[src/rtl/ir_fetch.sv]
// Instruction fetch unit: reads two memory words per instruction, assembles
// {opcode, ir_addr} and hands it to the controller with a valid/ready handshake.
module ir_fetch #(
  parameter int DATA_W  = 8,
  parameter int ADDR_W  = 13,
  parameter int TIMEOUT = 15
) (
  input  logic              clock,
  input  logic              rst,
  input  logic              fetch_en,
  input  logic [DATA_W-1:0] mem_data,
  input  logic              mem_ack,
  output logic              mem_rd,
  output logic              inc_pc,
  output logic [2:0]        opcode,
  output logic [ADDR_W-1:0] ir_addr,
  output logic              ir_valid,
  input  logic              ir_ready,
  output logic              fetch_err
);

  typedef enum logic [1:0] {IDLE, RD_HI, RD_LO, HOLD} state_t;

  localparam logic [7:0] WAIT_LIM = 8'(TIMEOUT - 1);

  state_t            state;
  logic [7:0]        wait_cnt;
  logic [2:0]        op_buf;
  logic [DATA_W-4:0] hi_buf;

  assign mem_rd   = (state == RD_HI) || (state == RD_LO);
  assign ir_valid = (state == HOLD);

  // The high word is staged and published together with the low word, so a
  // timed-out fetch leaves opcode/ir_addr at the last complete instruction.
  always_ff @(posedge clock) begin
    if (rst) begin
      state     <= IDLE;
      wait_cnt  <= '0;
      inc_pc    <= 1'b0;
      fetch_err <= 1'b0;
      opcode    <= '0;
      ir_addr   <= '0;
      op_buf    <= '0;
      hi_buf    <= '0;
    end else begin
      inc_pc    <= 1'b0;
      fetch_err <= 1'b0;
      case (state)
        IDLE: begin
          if (fetch_en) begin
            state    <= RD_HI;
            wait_cnt <= '0;
          end
        end
        RD_HI: begin
          if (mem_ack) begin
            op_buf   <= mem_data[DATA_W-1:DATA_W-3];
            hi_buf   <= mem_data[DATA_W-4:0];
            inc_pc   <= 1'b1;
            wait_cnt <= '0;
            state    <= RD_LO;
          end else if (wait_cnt == WAIT_LIM) begin
            fetch_err <= 1'b1;
            wait_cnt  <= '0;
            state     <= IDLE;
          end else begin
            wait_cnt <= wait_cnt + 8'd1;
          end
        end
        RD_LO: begin
          if (mem_ack) begin
            opcode   <= op_buf;
            ir_addr  <= {hi_buf, mem_data};
            inc_pc   <= 1'b1;
            wait_cnt <= '0;
            state    <= HOLD;
          end else if (wait_cnt == WAIT_LIM) begin
            fetch_err <= 1'b1;
            wait_cnt  <= '0;
            state     <= IDLE;
          end else begin
            wait_cnt <= wait_cnt + 8'd1;
          end
        end
        HOLD: begin
          if (ir_ready) begin
            state    <= fetch_en ? RD_HI : IDLE;
            wait_cnt <= '0;
          end
        end
        default: state <= IDLE;
      endcase
    end
  end

endmodule

[config.mk]
export PLATFORM = sky130hd
export DESIGN_NAME = ir_fetch
export DESIGN_NICKNAME = d
export VERILOG_FILES = /design/src/rtl/ir_fetch.sv
export SDC_FILE = /design/constraint.sdc
export NUM_CORES = 1
export LEC_CHECK = 0
export CELL_PAD_IN_SITES_DETAIL_PLACEMENT = 0
export CELL_PAD_IN_SITES_GLOBAL_PLACEMENT = 1
export CORE_MARGIN = 2
export CORE_UTILIZATION = 30
export CTS_CLUSTER_DIAMETER = 120
export DETAILED_ROUTE_END_ITERATION = 8
export GPL_ROUTABILITY_DRIVEN = 0
export MAX_ROUTING_LAYER = met4
export PLACE_DENSITY_LB_ADDON = 0.1
export RECOVER_POWER = 25
export SKIP_LAST_GASP = 1
export SYNTH_ARGS = -nofsm -noshare
export SYNTH_HDL_FRONTEND = slang
export SYNTH_SLANG_ARGS = --single-unit
[constraint.sdc]
create_clock -name clock -period 1.4 [get_ports clock]
set_input_delay 0.42 -clock clock [delete_from_list [all_inputs] [get_ports clock]]
set_output_delay 0.42 -clock clock [all_outputs]
set_load 0.02 [all_outputs]
==> results by group <==
Outcome
  – Status: finished with violations
  – Violated checks: negative setup slack

Routing
  – Post-Route WL: 3791 um
  – DRT iter0 DRCs: 51
  – Final ANT Viol Nets: 0
  – Via count: 1419
  – Vias per cell: ~4.7
  – First-pass DRT Iterations: 4
  – # DRC: 0
  – WL/cell: 12.68 um

CTS
  – Hold_buf cts: 0
  – Clk_lat worst skew: between 0.2 and 0.3 ns
  – Num CTS Buffers: 5
  – CTS HTree Levels: 2
  – CTS tree: built
  – CTS max path bufs: 2
  – Clock Root Buffer: clkbuf_8
  – Clock Sink Count: 36
  – Worst-path clk slew: 0.07 ns

Critical path
  – Reg2reg path depth: 9
  – Worst setup SP type: register
  – Crit path from: state[0]$_SDFFE_PP0P_
  – Worst-path fanout max: 2
  – RR Endpoint: wait_cnt[4]$_SDFFE_PP0P_
  – Critical Path Sink Type: primary output
  – Reg2reg start: state[0]$_SDFFE_PP0P_
  – Critical Path RT: 0.98 ns
  – Critical Path AT: approximately 1.1 ns
  – Setup CP Type: reg -> out
  – Crit path to: ir_valid
  – Reg-to-reg slack, setup: -0.08 ns

Timing
  – Max Clock Freq: 0.6535 GHz
  – Unrepaired setup endpoints after global routing: yes
  – # setup viols final: 11
  – Slew Limit Fails: 0
  – Min Tclk post-route: 1.530 ns
  – Worst Slack Setup Final: -0.1302 ns
  – Hold Vio Cnt, Final: 0
  – Final setup skew: around 0.0055 ns
  – Headroom to the max-slew limit: 75.66%
  – Period utilisation layout: 109.3%
  – Hold_ws: 0.4541 ns
  – Worst slew pin tran: 0.3620 ns

Finish
  – Nets: 250
  – Layout cells sized above 1: 28.02%
  – Area Growth Syn to Fin: 51.48%
  – N_diodes: 0
  – Final core utilization: 48.00%
  – Final cell count without fillers: 299

Logic synthesis
  – Sequential area share after synthesis: 47.52%
  – Synth area leaders: dfxtp_1, nand2_1, a21oi_1, ha_1, nand3_1
  – Syn_area_per_cell: approximately 8.4 um^2
  – Post-synthesis mux area share: 0%
  – Complex-gate fraction of the synthesized area: 14.27%
  – Synth Area in Adders: just under 5%
  – Syn_nets: between 150 and 200
  – YS warnings: 0
  – Cells after Synth: 180
  – Synth Area in Simple Gates: ~25%
  – Largest family of logic cells by synthesized area: simple AND/OR/NAND/NOR gates
  – Cell area after synthesis: 0.001516 mm^2
  – XOR/XNOR Fraction of Synth Area: 3.465%
  – Post-synth top area cell: dfxtp_1
  – #FFs+latches synth: 36
  – Post-synth top area share: 47.52%
  – Post-synthesis cell type count: 33

Global route
  – Overall Global Routing Usage: 15.22%
  – Initial antenna violation count: 0
  – First-pass GRT wire length: 6189 um
  – GR Overflow Total: 0
  – Number of global-route vias before repair: 1444
  – Largest net degree at the start of global routing: 21

Pwr
  – Peak VDD IR: ~0.44 mV
  – Post-route total power: 2.288 mW
  – LEAKAGE: 0.8414 nW
  – Pwr dens: 995.8 mW/mm^2

Die
  – Rows: 25
  – Boundary Pins: 33
  – Die H: between 70 and 80 um
  – Initial core utilization: 31.69%
  – Die W: 75.10 um
  – Die ar.: 0.005639 mm^2
  – Std-Cell Core Area: roughly 0.0048 mm^2

Job
  – MaxCap Viol Count: 0

Placement
  – Port bufs: 32
  – Post-DP HPWL: approximately 2600 um
  – Number of placed instances, taps included: 287
  – Post-Place Worst Slack: -0.4482 ns

Worst hold path
  – Hold WC Path Type: reg -> reg
synth_stat cells:
cell,n
nand3_1,11
and4_1,1
clkbuf_1,5
nand2_1,44
a211o_1,1
o21ai_0,1
and2_4,1
ha_1,6
buf_2,1
a211oi_2,1
buf_1,1
nor2_1,9
or3_1,1
and3_1,1
and2_1,3
nand2b_1,2
dfxtp_1,36
o211ai_1,1
or2b_1,1
a21oi_1,27
nor4_1,1
a311oi_2,1
nand4_1,5
buf_4,3
inv_1,4
xor2_1,5
o21bai_4,1
a32oi_1,1
xnor2_1,1
nor3b_1,1
o21ai_1,1
nor2b_1,1
nor4_2,1
worst min-delay path by stage:
stage               cells past startpoint  slack (ns)                     from                        to
floorplan                               2        0.43   hi_buf[2]$_SDFFE_PP0P_  ir_addr[10]$_SDFFE_PP0P_
global placement                        2        0.44  ir_addr[3]$_SDFFE_PP0P_   ir_addr[3]$_SDFFE_PP0P_
detailed placement                      2        0.45  ir_addr[3]$_SDFFE_PP0P_   ir_addr[3]$_SDFFE_PP0P_
CTS                                     2        0.46  ir_addr[0]$_SDFFE_PP0P_   ir_addr[0]$_SDFFE_PP0P_
global route                            2        0.47  ir_addr[0]$_SDFFE_PP0P_   ir_addr[0]$_SDFFE_PP0P_
finish                                  2        0.45  ir_addr[3]$_SDFFE_PP0P_   ir_addr[3]$_SDFFE_PP0P_
cells in the final DEF, fill, tap and decap left out, types with 2 or more instances in the layout:
master,instances
inv_1,2
a21oi_1,22
nand2_2,2
and2_4,3
nor2_2,2
nand4_1,5
clkdlybuf4s50_1,11
nand3_2,2
dfxtp_2,2
dfxtp_1,34
xor2_1,5
inv_2,2
dlygate4sd2_1,3
ha_4,3
nor2_1,6
clkdlybuf4s15_1,14
nand3_1,9
a21oi_2,5
clkbuf_2,2
buf_4,12
ha_1,2
buf_6,9
nand2_1,41
clkbuf_8,6
power breakdown:
part | leakage, nW | switching [mW] | internal, mW
registers | 0.292 | 0.0215 | 1.06
logic | 0.505 | 0.219 | 0.210
clock network | 0.0445 | 0.380 | 0.400
total | 0.841 | 0.620 | 1.67
per-layer routing:
metal	vias to the layer above	track usage (%)	part of all wire (%)
met5	-	-	0
met3	8	4.150	4.0
li1	704	-	-
met1	679	14.45	40
met4	0	6.349	1.9
met2	28	28.56	54
cell families (layout without fill, tap and decap cells):
family | after synthesis | in the layout
AO/OA/AOI/OAI | 35 | 35
XOR/XNOR | 6 | 6
adder cells (fa/ha/maj) | 6 | 6
AND/OR/NAND/NOR | 83 | 83
buffers and inverters | 14 | 66
flip-flops | 36 | 36
critical path, stage by stage, from the launching register on:
cell and delay [ns]:
dfxtp_2 0.33, buf_6 0.11, buf_6 0.11, ha_4 0.15, buf_6 0.12
per-stage QoR:
step	setup TNS, ns	cell area [um^2]
after floorplan	-0.005553	1536
after global placement	-10.80	2038
after detailed placement	-11.73	2038
after CTS	-0.7889	2262
after global routing	-1.357	2297
final	-0.5579	2297
area by class of cell:
type                       count  area [um^2]
timing repair buffer          54        530.5
fill                         493         2489
clock inverter                 1        7.507
inverter                       4        15.01
tap                           67        83.83
clock buffer                   7        86.33
multi-input combinational    130        850.8
sequential                    36        723.2
repair_timing:
item	in CTS	in global routing
cloned	1	0
pin swaps	17	10
resized for setup	52	30
buffers inserted	4	0
hold endpoints to repair	0	0
setup endpoints to repair	40	45
flip-flops by register name (all words and copies together), names as in the netlist:
register / cells
ir_addr: 13
wait_cnt: 8
hi_buf: 5
op_buf: 3
opcode: 3
state: 2
fetch_err: 1
inc_pc: 1
No activity file was read; power rests on OpenSTA's default activity.
